[src/rtl/seq_adder_pkg.sv]
// Shared types and helpers for the sequential adder/subtractor.
// Holds the FSM state type, default geometry and a clog2 that never returns 0.
package seq_adder_pkg;

   typedef enum logic [0:0] {
      StIdle,
      StRun
   } state_e;

   localparam int unsigned DefWidth = 16;
   localparam int unsigned DefChunk = 4;

   // Counter width for n items; a single item still needs one bit.
   function automatic int unsigned clog2_min1(input int unsigned n);
      return (n <= 1) ? 1 : $clog2(n);
   endfunction

endpackage

[src/rtl/seq_adder_slice.sv]
// Combinational W-bit ripple-carry adder built from full-adder cells.
// One instance is reused by seq_adder for every chunk.
module seq_adder_slice #(
   parameter int unsigned W = 4
) (
   input  logic [W-1:0] a_i,
   input  logic [W-1:0] b_i,
   input  logic         ci_i,
   output logic [W-1:0] s_o,
   output logic         co_o
);

   logic c;

   always_comb begin
      c   = ci_i;
      s_o = '0;
      for (int unsigned i = 0; i < W; i++) begin
         s_o[i] = a_i[i] ^ b_i[i] ^ c;
         c      = (a_i[i] & b_i[i]) | (c & (a_i[i] ^ b_i[i]));
      end
      co_o = c;
   end

endmodule

[src/rtl/seq_adder.sv]
// Multi-cycle adder/subtractor: one CHUNK-bit slice per clock through a shared slice adder,
// with a start/busy/done handshake and carry-out / signed-overflow flags.
module seq_adder
   import seq_adder_pkg::*;
#(
   parameter int unsigned WIDTH = DefWidth,
   parameter int unsigned CHUNK = DefChunk
) (
   input  logic             clk,
   input  logic             rst,
   input  logic             start,
   input  logic             sub,
   input  logic [WIDTH-1:0] a,
   input  logic [WIDTH-1:0] b,
   input  logic             ci,
   output logic             busy,
   output logic             done,
   output logic [WIDTH-1:0] s,
   output logic             co,
   output logic             ovf
);

   localparam int unsigned NCHUNK = WIDTH / CHUNK;
   localparam int unsigned KW     = clog2_min1(NCHUNK);

   if ((CHUNK == 0) || (WIDTH % CHUNK != 0)) begin : g_bad_geometry
      $error("seq_adder: WIDTH must be a positive multiple of CHUNK");
   end

   state_e           state_q, state_d;
   logic [WIDTH-1:0] a_q, a_d;
   logic [WIDTH-1:0] b_q, b_d;
   logic [WIDTH-1:0] s_q, s_d;
   logic [KW-1:0]    k_q, k_d;
   logic             carry_q, carry_d;
   logic             co_q, co_d;
   logic             ovf_q, ovf_d;
   logic             busy_q, busy_d;
   logic             done_q, done_d;

   logic [CHUNK-1:0] slice_a, slice_b, slice_s;
   logic             slice_co;

   // Operand mux kept apart from the next-state logic so the slice sits outside that block.
   always_comb begin
      slice_a = '0;
      slice_b = '0;
      for (int unsigned i = 0; i < NCHUNK; i++) begin
         if (k_q == KW'(i)) begin
            slice_a = a_q[i*CHUNK +: CHUNK];
            slice_b = b_q[i*CHUNK +: CHUNK];
         end
      end
   end

   seq_adder_slice #(
      .W (CHUNK)
   ) u_slice (
      .a_i  (slice_a),
      .b_i  (slice_b),
      .ci_i (carry_q),
      .s_o  (slice_s),
      .co_o (slice_co)
   );

   always_comb begin
      state_d = state_q;
      a_d     = a_q;
      b_d     = b_q;
      s_d     = s_q;
      k_d     = k_q;
      carry_d = carry_q;
      co_d    = co_q;
      ovf_d   = ovf_q;
      busy_d  = busy_q;
      done_d  = 1'b0;
      unique case (state_q)
         StIdle: begin
            if (start) begin
               a_d     = a;
               b_d     = sub ? ~b : b;
               carry_d = sub ? 1'b1 : ci;
               s_d     = '0;
               k_d     = '0;
               busy_d  = 1'b1;
               state_d = StRun;
            end
         end
         StRun: begin
            for (int unsigned i = 0; i < NCHUNK; i++) begin
               if (k_q == KW'(i)) s_d[i*CHUNK +: CHUNK] = slice_s;
            end
            carry_d = slice_co;
            if (k_q == KW'(NCHUNK - 1)) begin
               co_d    = slice_co;
               // Operands of equal sign whose sum flips sign.
               ovf_d   = (a_q[WIDTH-1] == b_q[WIDTH-1]) && (slice_s[CHUNK-1] != a_q[WIDTH-1]);
               done_d  = 1'b1;
               busy_d  = 1'b0;
               k_d     = '0;
               state_d = StIdle;
            end else begin
               k_d = k_q + 1'b1;
            end
         end
         default: state_d = StIdle;
      endcase
   end

   always_ff @(posedge clk) begin
      if (rst) begin
         state_q <= StIdle;
         a_q     <= '0;
         b_q     <= '0;
         s_q     <= '0;
         k_q     <= '0;
         carry_q <= 1'b0;
         co_q    <= 1'b0;
         ovf_q   <= 1'b0;
         busy_q  <= 1'b0;
         done_q  <= 1'b0;
      end else begin
         state_q <= state_d;
         a_q     <= a_d;
         b_q     <= b_d;
         s_q     <= s_d;
         k_q     <= k_d;
         carry_q <= carry_d;
         co_q    <= co_d;
         ovf_q   <= ovf_d;
         busy_q  <= busy_d;
         done_q  <= done_d;
      end
   end

   assign busy = busy_q;
   assign done = done_q;
   assign s    = s_q;
   assign co   = co_q;
   assign ovf  = ovf_q;

endmodule
[config.mk]
export PLATFORM = sky130hd
export DESIGN_NAME = seq_adder
export DESIGN_NICKNAME = d
export VERILOG_FILES = /design/src/rtl/seq_adder_pkg.sv /design/src/rtl/seq_adder_slice.sv /design/src/rtl/seq_adder.sv
export SDC_FILE = /design/constraint.sdc
export NUM_CORES = 1
export LEC_CHECK = 0
export BUFFER_PORTS_ARGS = -buffer_cell sky130_fd_sc_hd__clkbuf_2
export CORE_MARGIN = 2
export CORE_UTILIZATION = 49
export DETAILED_ROUTE_END_ITERATION = 16
export GPL_ROUTABILITY_DRIVEN = 0
export HOLD_SLACK_MARGIN = 0.05
export PLACE_DENSITY = 0.81
export SLEW_MARGIN = 10
export SYNTH_ARGS = -nofsm -noshare
export SYNTH_HDL_FRONTEND = slang
export SYNTH_SLANG_ARGS = --single-unit
export TNS_END_PERCENT = 30
[constraint.sdc]
create_clock -name clk -period 3.2 [get_ports clk]
set_clock_uncertainty 0.05 [all_clocks]
set_input_delay 0.32 -clock clk [delete_from_list [all_inputs] [get_ports clk]]
set_output_delay 0.32 -clock clk [all_outputs]
set_load 0.005 [all_outputs]
Word-level counts from Yosys, hierarchy flattened

Cells that the tools add are included.

Output and inout port bits: 20
Flip-flop bits (word level): 56

Reductions and logical operators: 9
Equality and inequality tests: 10
Add/subtract/negate cells: 1
Mux-type cells: 28
Bitwise logic cells: 22

Operator list:

| operator            | number |
|---|---|
| $mux 4              | 12 |
| $mux 16             | 2 |
| $pmux 16 s2         | 1 |
| $not 16->16         | 1 |
| $reduce_and 2->1    | 6 |
| $and 1x1->1         | 8 |
| $ne 2x1->1 const B  | 4 |
| $xor 1x1->1         | 8 |
| $mux 1              | 7 |
| $pmux 1 s2          | 3 |
| $eq 2x2->1 const B  | 2 |
| $mux 2              | 2 |
| $or 1x1->1          | 4 |
| $pmux 2 s2          | 1 |
| $add 2x1->2 const B | 1 |
| $eq 2x1->1 const B  | 1 |
| $logic_not 2->1     | 1 |
| $ne 2x2->1 const B  | 1 |
| $reduce_or 2->1     | 1 |
| $eq 1x1->1          | 1 |
| $logic_and 1x1->1   | 1 |
| $ne 1x1->1          | 1 |
| $not 1->1           | 1 |

Longest topological paths before layout

Gate-level depths: netlist of the first run.

Depth in word-level cells: 15
Mapped depth: 15

Cells and area by module

Synthesis of the first run repeated with hierarchy kept, for this count alone.

Cell total of the unflattened synthesis: 298
Area total of the unflattened synthesis: 2660.1 um2

Modules (own cells, without submodules):

| module          | cells each | times used | area an instance (um2) |
|---|---|---|---|
| seq_adder       | 284        | 1          | 2542.4 |
| seq_adder_slice | 14         | 1          | 117.6 |

Least setup slack after synthesis of the first run

OpenSTA, ideal clock, no wires.

Path type: flip-flop to flip-flop
Start point: register k_q[0]
End point: register ovf_q, in the netlist ovf
Path buffers: 1
Arrival: 3.314 ns
Data required time: 3.027 ns
Cell stages (with the launch flop): 16
Library setup time: 0.123 ns
Slack: -0.286 ns
Cells stage by stage: dfxtp_1 inv_1 ha_1 nor2b_2 buf_6 a221oi_1 o31ai_1 fa_1 inv_1 fa_1 inv_1 fa_1 fa_1 and3b_1 a211oi_1 nor3_1

Longest elaborated chain between the ends: 15
Elaborated cells between the ends (all ways): 29
Those cells by class: eq/ne (4); mux (8); bitwise (14); reduce/logical (3)

RTL lines:

| what                     | RTL line              | source |
|---|---|---|
| start: declaration       | seq_adder.sv:34       | `logic [KW-1:0] k_q, k_d;` |
| start signal: assignment | seq_adder.sv:127      | `k_q <= k_d;` |
| $logic_not 2->1          | seq_adder.sv:49       | `if (k_q == KW'(i)) begin` |
| $mux 4 (4 in a row)      | seq_adder.sv:49       |  |
| $xor 1x1->1              | seq_adder_slice.sv:20 | `c = (a_i[i] & b_i[i]) \| (c & (a_i[i] ^ b_i[i]));` |
| $and 1x1->1              | seq_adder_slice.sv:20 |  |
| $or 1x1->1               | seq_adder_slice.sv:20 |  |
| $and 1x1->1              | seq_adder_slice.sv:20 |  |
| $or 1x1->1               | seq_adder_slice.sv:20 |  |
| $and 1x1->1              | seq_adder_slice.sv:20 |  |
| $or 1x1->1               | seq_adder_slice.sv:20 |  |
| $xor 1x1->1              | seq_adder_slice.sv:19 | `s_o[i] = a_i[i] ^ b_i[i] ^ c;` |
| $ne 1x1->1               | seq_adder.sv:97       | `ovf_d = (a_q[WIDTH-1] == b_q[WIDTH-1]) && (slice_s[CHUNK-1] != a_q[WIDTH-1]);` |
| $logic_and 1x1->1        | seq_adder.sv:97       |  |
| end signal: assignment   | seq_adder.sv:130      | `ovf_q <= ovf_d;` |
| end: declaration         | seq_adder.sv:37       | `logic ovf_q, ovf_d;` |

Parallel ways exist; a longest one is shown, timed or not.
A chain may end at the register's enable or synchronous reset.

Worst setup path in the final report of the first run

Same ends and word-level chain as after synthesis.

==> summary.txt, run 1 <==
Status
  • Failing checks: setup timing
  • Outcome: complete, but fails checks

Routing
  • Via count: 2211
  • Iter 0 DRT Violations: 93
  • Total Routed Length: 5.950 mm
  • Antenna Nets Post-Route: 0
  • DRC violations left: 0
  • Initial DRT Pass Iterations: 4
  • Per-cell routed wire length: 14.30 µm
  • Vias per inst: 5.315

Synthesis
  • Synthesized area per cell: 9.369 µm²
  • Warnings, synthesis: 0
  • Register bit total from synthesis: 56
  • Cell area after synthesis: 0.002708 mm²
  • Unique masters post-synth: 37
  • Syn Inst Count: 289
  • Register area share after synthesis: 41.40%
  • Syn Nets: 334

Run
  • Max_cap viols: 0

Finish
  • Final Util: 58.77%
  • Area growth, synth to finish: 17.33%
  • Share of cells above drive strength 1: 36.92%
  • Highest-count cells in the layout ignoring fill and taps: 56 x clkbuf_2, 54 x dfxtp_1, 36 x nand2_1, 35 x nor2_1, 21 x a21oi_1
  • # diodes: 0
  • Nets: 388
  • Commonest non-fill, non-tap cell in the layout: clkbuf_2

Global route
  • Initial antenna violation count: 0
  • Pin count of the biggest net entering global routing: 48
  • GR Overflow Total: 0
  • GRT Total Usage: 20.08%
  • First-pass GRT wire length: 9.742 mm
  • Vias in the first global route: 2065

STA
  • Slew @ Worst Pin: 0.9735 ns
  • Final setup margin: -0.003486 ns
  • Fin crit period: 3.203 ns
  • Final setup fails: 1
  • Fin. Hold Viols: 0
  • Slew headroom: 35.01%
  • Max Freq: 312.2 MHz
  • Crit share post-route: 100.1%
  • RSZ-0062 raised after global routing: yes
  • Pins Over Slew Limit: 0

Die
  • Die Wd: 78.34 µm
  • Die area: 0.006136 mm²
  • Row cnt: 27
  • Core Footprint: 0.005405 mm²
  • Vert. Die Dim: 78.34 µm
  • Starting Density: 50.09%
  • Ports: 57

Clocking
  • Clock sinks: 56
  • H-Tree Depth: 2
  • Max Root-Sink Buffers: 2
  • CTS tree: built
  • Clock Pin Slew Worst Setup and Hold Paths: 0.10 ns
  • Hold-fix buffers, CTS: 0
  • CTS buffer count: 5
  • Root cell of the clock tree: clkbuf_8
  • Clk Latency, worst-skew pair: 0.31 ns

Power
  • Pwr/cell area: 453.9 mW/mm²
  • Total power: 1.442 mW
  • Leakage: 1.256 nW
  • Worst vdd ir: 231.4 µV

Place
  • Number of port buffers: 56
  • Post-DP HPWL: 4.144 mm

Critical path
  • Crit end category: flip-flop
  • Worst EP required: 3.35 ns
  • Worst Path Max Fanout: 6
  • Critical path class: flip-flop to flip-flop
  • WP data arrival: 3.35 ns
  • Critical Path Source Type: flip-flop

Worst hold path
  • Worst Hold Class: primary input to flip-flop
-- state kept, by name, summed over array words and instances (netlist names) --
name	count
s	16
b_q	16
k_q	2
busy	1
state_q	1
a_q	16
ovf	1
co	1
done	1
carry_q	1
-- synth_stat cells --
cell type,n,area share (%)
a211o_1,1,0.32
a211oi_1,3,0.83
a211oi_2,15,6.9
a21oi_1,21,3.9
a21oi_2,7,2.3
a221o_1,2,0.74
a221oi_1,6,1.9
a22oi_1,3,0.83
a22oi_2,2,0.92
a32oi_1,9,2.9
and2b_4,1,0.37
and3b_1,1,0.32
buf_1,1,0.14
buf_2,5,0.92
buf_4,4,1.1
buf_6,7,2.9
buf_8,1,0.55
clkbuf_1,7,0.97
dfxtp_1,56,41
fa_1,4,3.0
ha_1,4,1.8
inv_1,6,0.83
mux2i_1,3,1.1
nand2_1,36,5.0
nand2_2,5,1.2
nand2b_1,1,0.23
nand2b_4,1,0.51
nand3_1,8,1.5
nor2_1,35,4.9
nor2b_1,7,1.6
nor2b_2,1,0.32
nor3_1,1,0.18
nor3b_1,2,0.55
o31ai_1,6,1.7
or2_0,1,0.23
xnor2_1,15,4.9
xor2_1,1,0.32
-- logic make-up (layout without fill, tap and decap cells) --
group / count (synthesis) / after routing / synth area share, %
and+or+nand+nor: 100 / 100 / 16.82
AOI/OAI and AO/OA: 75 / 75 / 23.24
DFF: 56 / 56 / 41.40
buffers and inverters: 31 / 86 / 7.440
xor gates and xnor gates: 16 / 16 / 5.176
adders and majority gates: 8 / 8 / 4.806
muxes: 3 / 3 / 1.109
-- through the flow --
step | std cells | instance area (µm²) | hold slack [ns] | TNS [ns] | worst slack, ns
3_5_place_dp | 405 | 3044 | 0.4092 | -0.3024 | -0.09616
5_1_grt | 416 | 3177 | 0.1580 | -0.3948 | -0.1024
4_1_cts | 416 | 3177 | 0.1692 | 0 | 0.02715
2_1_floorplan | 289 | 2755 | 0.3861 | -0.1108 | -0.1108
3_3_place_gp | 405 | 3044 | 0.3954 | -0.0003724 | -0.0003724
6_report | 416 | 3177 | 0.1667 | -0.003486 | -0.003486
-- critical path: stages (launching register included) --
cell      delay, ns
dfxtp_4        0.37
buf_4          0.12
ha_4           0.18
nor2b_4        0.07
a221oi_2       0.27
o31ai_2        0.11
fa_2           0.35
inv_2          0.06
fa_1           0.15
inv_1          0.06
fa_2           0.35
fa_2           0.54
and3b_1        0.18
a211oi_2       0.15
nor3_1         0.07
-- per-layer routing --
metal	share of wire [%]	GRT usage (%)	vias to the layer above
met1	45	26.20	1024
li1	-	-	1107
met3	4.6	3.908	11
met4	2.3	7.895	0
met5	0	0	-
met2	48	32.84	69
-- cell type report --
cell class                 instances  area [µm²]
clock buffer                       5       68.82
clock inverter                     3       18.77
multi-input combinational        202        1450
tap                               72       90.09
inverter                           6       22.52
fill                             476        2228
timing repair buffer              72       400.4
sequential                        56        1126
-- where the power goes --
part	total [mW]	internal [mW]	switching (mW)
sequential	0.771	0.736	0.0343
clock	0.379	0.153	0.226
combinational	0.292	0.132	0.160
-- path summary, 6_finish.rpt --
kind / from / endpoint / slack (ns) / cells after the start
worst min-delay path: a[14] / a_q[14]$_SDFFE_PP0P_ / 0.17 / 3
worst min register to register: a_q[2]$_SDFFE_PP0P_ / a_q[2]$_SDFFE_PP0P_ / 0.42 / 2
worst max-delay path: k_q[0]$_SDFFE_PP0P_ / ovf$_SDFFE_PP0P_ / -0.003 / 14
worst max register to register: k_q[0]$_SDFFE_PP0P_ / ovf$_SDFFE_PP0P_ / -0.003 / 14
-- repair_timing --
action                                  4_1_cts  5_1_grt
buffers inserted                              3        0
pin swaps                                     6        4
resized for setup                             4        0
endpoints found under the setup margin        5        5
(Power assumes the default switching activity.)
==> run 2: changes to the inputs <==
--- a/config.mk
+++ b/config.mk
@@ -12,6 +12,7 @@
 export GPL_ROUTABILITY_DRIVEN = 0
 export HOLD_SLACK_MARGIN = 0.05
 export PLACE_DENSITY = 0.81
+export SKIP_CTS_REPAIR_TIMING = 1
 export SLEW_MARGIN = 10
 export SYNTH_ARGS = -nofsm -noshare
 export SYNTH_HDL_FRONTEND = slang
==> run 2 against run 1 <==
- the flow still finishes with violations (setup timing)
- routed wire length shrank 1.7%
- combinational power is essentially flat
- flip-flop and latch count is the same
- cell count shrank 0.24%
- via count shrank 1.2%
- register-to-register slack lost 0.06 ns
- core utilization is essentially flat
- worst setup slack lost 0.056 ns
- hold slack is essentially flat
- sequential share of layout area grew 0.051 points
- count of clock-buffer cells in the layout is the same
- fmax shrank 1.7%
==> summary.txt, run 2 (synthesized netlist as in run 1, its figures left out) <==
Status
  • Outcome: complete, but fails checks (unchanged)
  • Failing checks: setup timing (unchanged)

Critical path
  • Slowest CP cell: fa_2 (unchanged)
  • Worst Path Max Fanout: 4 (was 6)
  • Critical Path Source Type: flip-flop (unchanged)
  • WP data arrival: 3.40 ns (was 3.35 ns)
  • Critical path class: flip-flop to flip-flop (unchanged)
  • Most common cell on crit path: fa_2 (unchanged)
  • Crit-path cells: inv_4, ha_4, nor2b_4, a221oi_2, o31ai_2, fa_2, inv_2, fa_2, inv_2, fa_2, fa_2, and3b_1, a211oi_2, nor3_1 (was buf_4, ha_4, nor2b_4, a221oi_2, o31ai_2, fa_2, inv_2, fa_1, inv_1, fa_2, fa_2, and3b_1, a211oi_2, nor3_1)
  • Largest stage delay, worst path: 0.53 ns (was 0.54 ns)
  • Worst EP required: 3.35 ns (about the same)
  • Crit end category: flip-flop (unchanged)

Global route
  • Vias in the first global route: 2026 (was 2065)
  • First-pass GRT wire length: 9.570 mm (was 9.742 mm)
  • GR Overflow Total: 0 (unchanged)
  • GRT Total Usage: 19.74% (was 20.08%)
  • Initial antenna violation count: 0 (unchanged)
  • Pin count of the biggest net entering global routing: 48 (unchanged)

Routing
  • Per-cell routed wire length: 14.09 µm (was 14.30 µm)
  • Antenna Nets Post-Route: 0 (unchanged)
  • Iter 0 DRT Violations: 142 (was 93)
  • Total Routed Length: 5.848 mm (was 5.950 mm)
  • Via count: 2185 (was 2211)
  • Initial DRT Pass Iterations: 5 (was 4)
  • Vias per inst: 5.265 (was 5.315)
  • DRC violations left: 0 (unchanged)

STA
  • Pins Over Slew Limit: 0 (unchanged)
  • Fin crit period: 3.259 ns (was 3.203 ns)
  • Final setup margin: -0.05912 ns (was -0.003486 ns)
  • Hold slack: 0.1664 ns (was 0.1667 ns)
  • Slew headroom: 35.54% (was 35.01%)
  • Max Freq: 306.8 MHz (was 312.2 MHz)
  • Fin. Hold Viols: 0 (unchanged)
  • Crit share post-route: 101.8% (was 100.1%)
  • Final setup fails: 1 (unchanged)
  • Slew @ Worst Pin: 0.9656 ns (was 0.9735 ns)
  • RSZ-0062 raised after global routing: yes (unchanged)

Place
  • Placed Instances: 405 (unchanged)
  • Number of port buffers: 56 (unchanged)
  • Post-DP HPWL: 4.144 mm (unchanged)
  • Placed inst area: 0.003044 mm² (unchanged)
  • Setup WS pre-CTS: -0.09616 ns (unchanged)

Die
  • Ports: 57 (unchanged)
  • Die Wd: 78.34 µm (unchanged)
  • Row cnt: 27 (unchanged)
  • Die area: 0.006136 mm² (unchanged)
  • Core Footprint: 0.005405 mm² (unchanged)
  • Vert. Die Dim: 78.34 µm (unchanged)
  • Starting Density: 50.09% (unchanged)

Clocking
  • Clk Latency, worst-skew pair: 0.31 ns (about the same)
  • CTS buffer count: 5 (unchanged)
  • CTS tree: built (unchanged)
  • Clock Pin Slew Worst Setup and Hold Paths: 0.10 ns (about the same)
  • Root cell of the clock tree: clkbuf_8 (unchanged)
  • Clock sinks: 56 (unchanged)
  • Max Root-Sink Buffers: 2 (unchanged)
  • H-Tree Depth: 2 (unchanged)

Finish
  • Finished Layout Cells: 415 (was 416)
  • # diodes: 0 (unchanged)
  • Nets: 387 (was 388)
  • Area growth, synth to finish: 17.42% (was 17.33%)
  • Share of cells above drive strength 1: 37.32% (was 36.92%)
  • Final instance area: 0.003179 mm² (was 0.003177 mm²)
  • Highest-count cells in the layout ignoring fill and taps: 56 x clkbuf_2, 54 x dfxtp_1, 36 x nand2_1, 35 x nor2_1, 21 x a21oi_1 (unchanged)
  • Commonest non-fill, non-tap cell in the layout: clkbuf_2 (unchanged)

Power
  • Leakage: 1.249 nW (was 1.256 nW)
  • Reg power frac: 53.5% (was 53.4%)
  • Worst vdd ir: 232.0 µV (was 231.4 µV)
  • Sw power: 0.4214 mW (was 0.4209 mW)
  • Gate power share: 20.1% (was 20.2%)
  • Pwr/cell area: 453.7 mW/mm² (was 453.9 mW/mm²)
  • Switching Fraction: 29.21% (was 29.19%)
  • Clk pwr share: 26.4% (was 26.3%)
  • P_int: 1.021 mW (about the same)

Run
  • Max_cap viols: 0 (unchanged)

Worst hold path
  • Worst Hold Class: primary input to flip-flop (unchanged)
[run 2: changes by cell type in the layout (fill, tap and decap cells not counted)]
cell and delta:
fa_2 +1, fa_1 -1, inv_4 +2, inv_1 -1
dfxtp_2 -1, inv_2 -1, buf_4 -1, dfxtp_4 +1
[run 2: cell type report]
cell class / count / area [µm²]
fill: 477 / 2226
multi-input combinational: 202 / 1453
sequential: 56 / 1129
timing repair buffer: 71 / 392.9
tap: 72 / 90.09
clock buffer: 5 / 68.82
inverter: 6 / 27.53
clock inverter: 3 / 18.77
[run 2: worst max-delay path: cells and delay by family (launching register included)]
family | cells | cell delay [ns]
adders and majority gates | 5 | 1.56
AOI/OAI and AO/OA | 3 | 0.60
DFF | 1 | 0.40
and+or+nand+nor | 3 | 0.39
buffers and inverters | 3 | 0.16
[run 2: through the flow]
stage / TNS [ns] / total power [mW] / utilization [%]
5_1_grt: -0.2316 / 1.504 / 58.82
3_3_place_gp: -0.0003724 / 1.061 / 56.32
4_1_cts: -0.3738 / 1.439 / 57.94
2_1_floorplan: -0.1108 / 0.9954 / -
3_5_place_dp: -0.3024 / 1.068 / 56.32
6_report: -0.05912 / 1.442 / 58.82
[run 2: per-layer routing]
| layer | vias to the layer above | GRT usage [%] | wire length, µm |
|---|---|---|---|
| met4 | 0 | 6.842 | 99 |
| li1 | 1105 | - | - |
| met3 | 7 | 3.793 | 243 |
| met5 | - | 0 | 0 |
| met2 | 57 | 32.24 | 2845 |
| met1 | 1016 | 26.20 | 2659 |
[run 2: worst paths after layout]
check / cells after the start / to / slack [ns] / start
max reg2reg: 14 / ovf$_SDFFE_PP0P_ / -0.06 / k_q[0]$_SDFFE_PP0P_
max: 14 / ovf$_SDFFE_PP0P_ / -0.06 / k_q[0]$_SDFFE_PP0P_
min reg2reg: 2 / a_q[2]$_SDFFE_PP0P_ / 0.42 / a_q[2]$_SDFFE_PP0P_
min: 3 / a_q[14]$_SDFFE_PP0P_ / 0.17 / a[14]
[run 2: power by group through the flow]
stage,Sequential (mW),Combinational (mW),Clock [mW]
floorplan,0.771,0.225,0
global placement,0.786,0.275,0
detailed placement,0.786,0.282,0
CTS,0.771,0.285,0.384
global route,0.776,0.320,0.408
finish,0.771,0.291,0.381
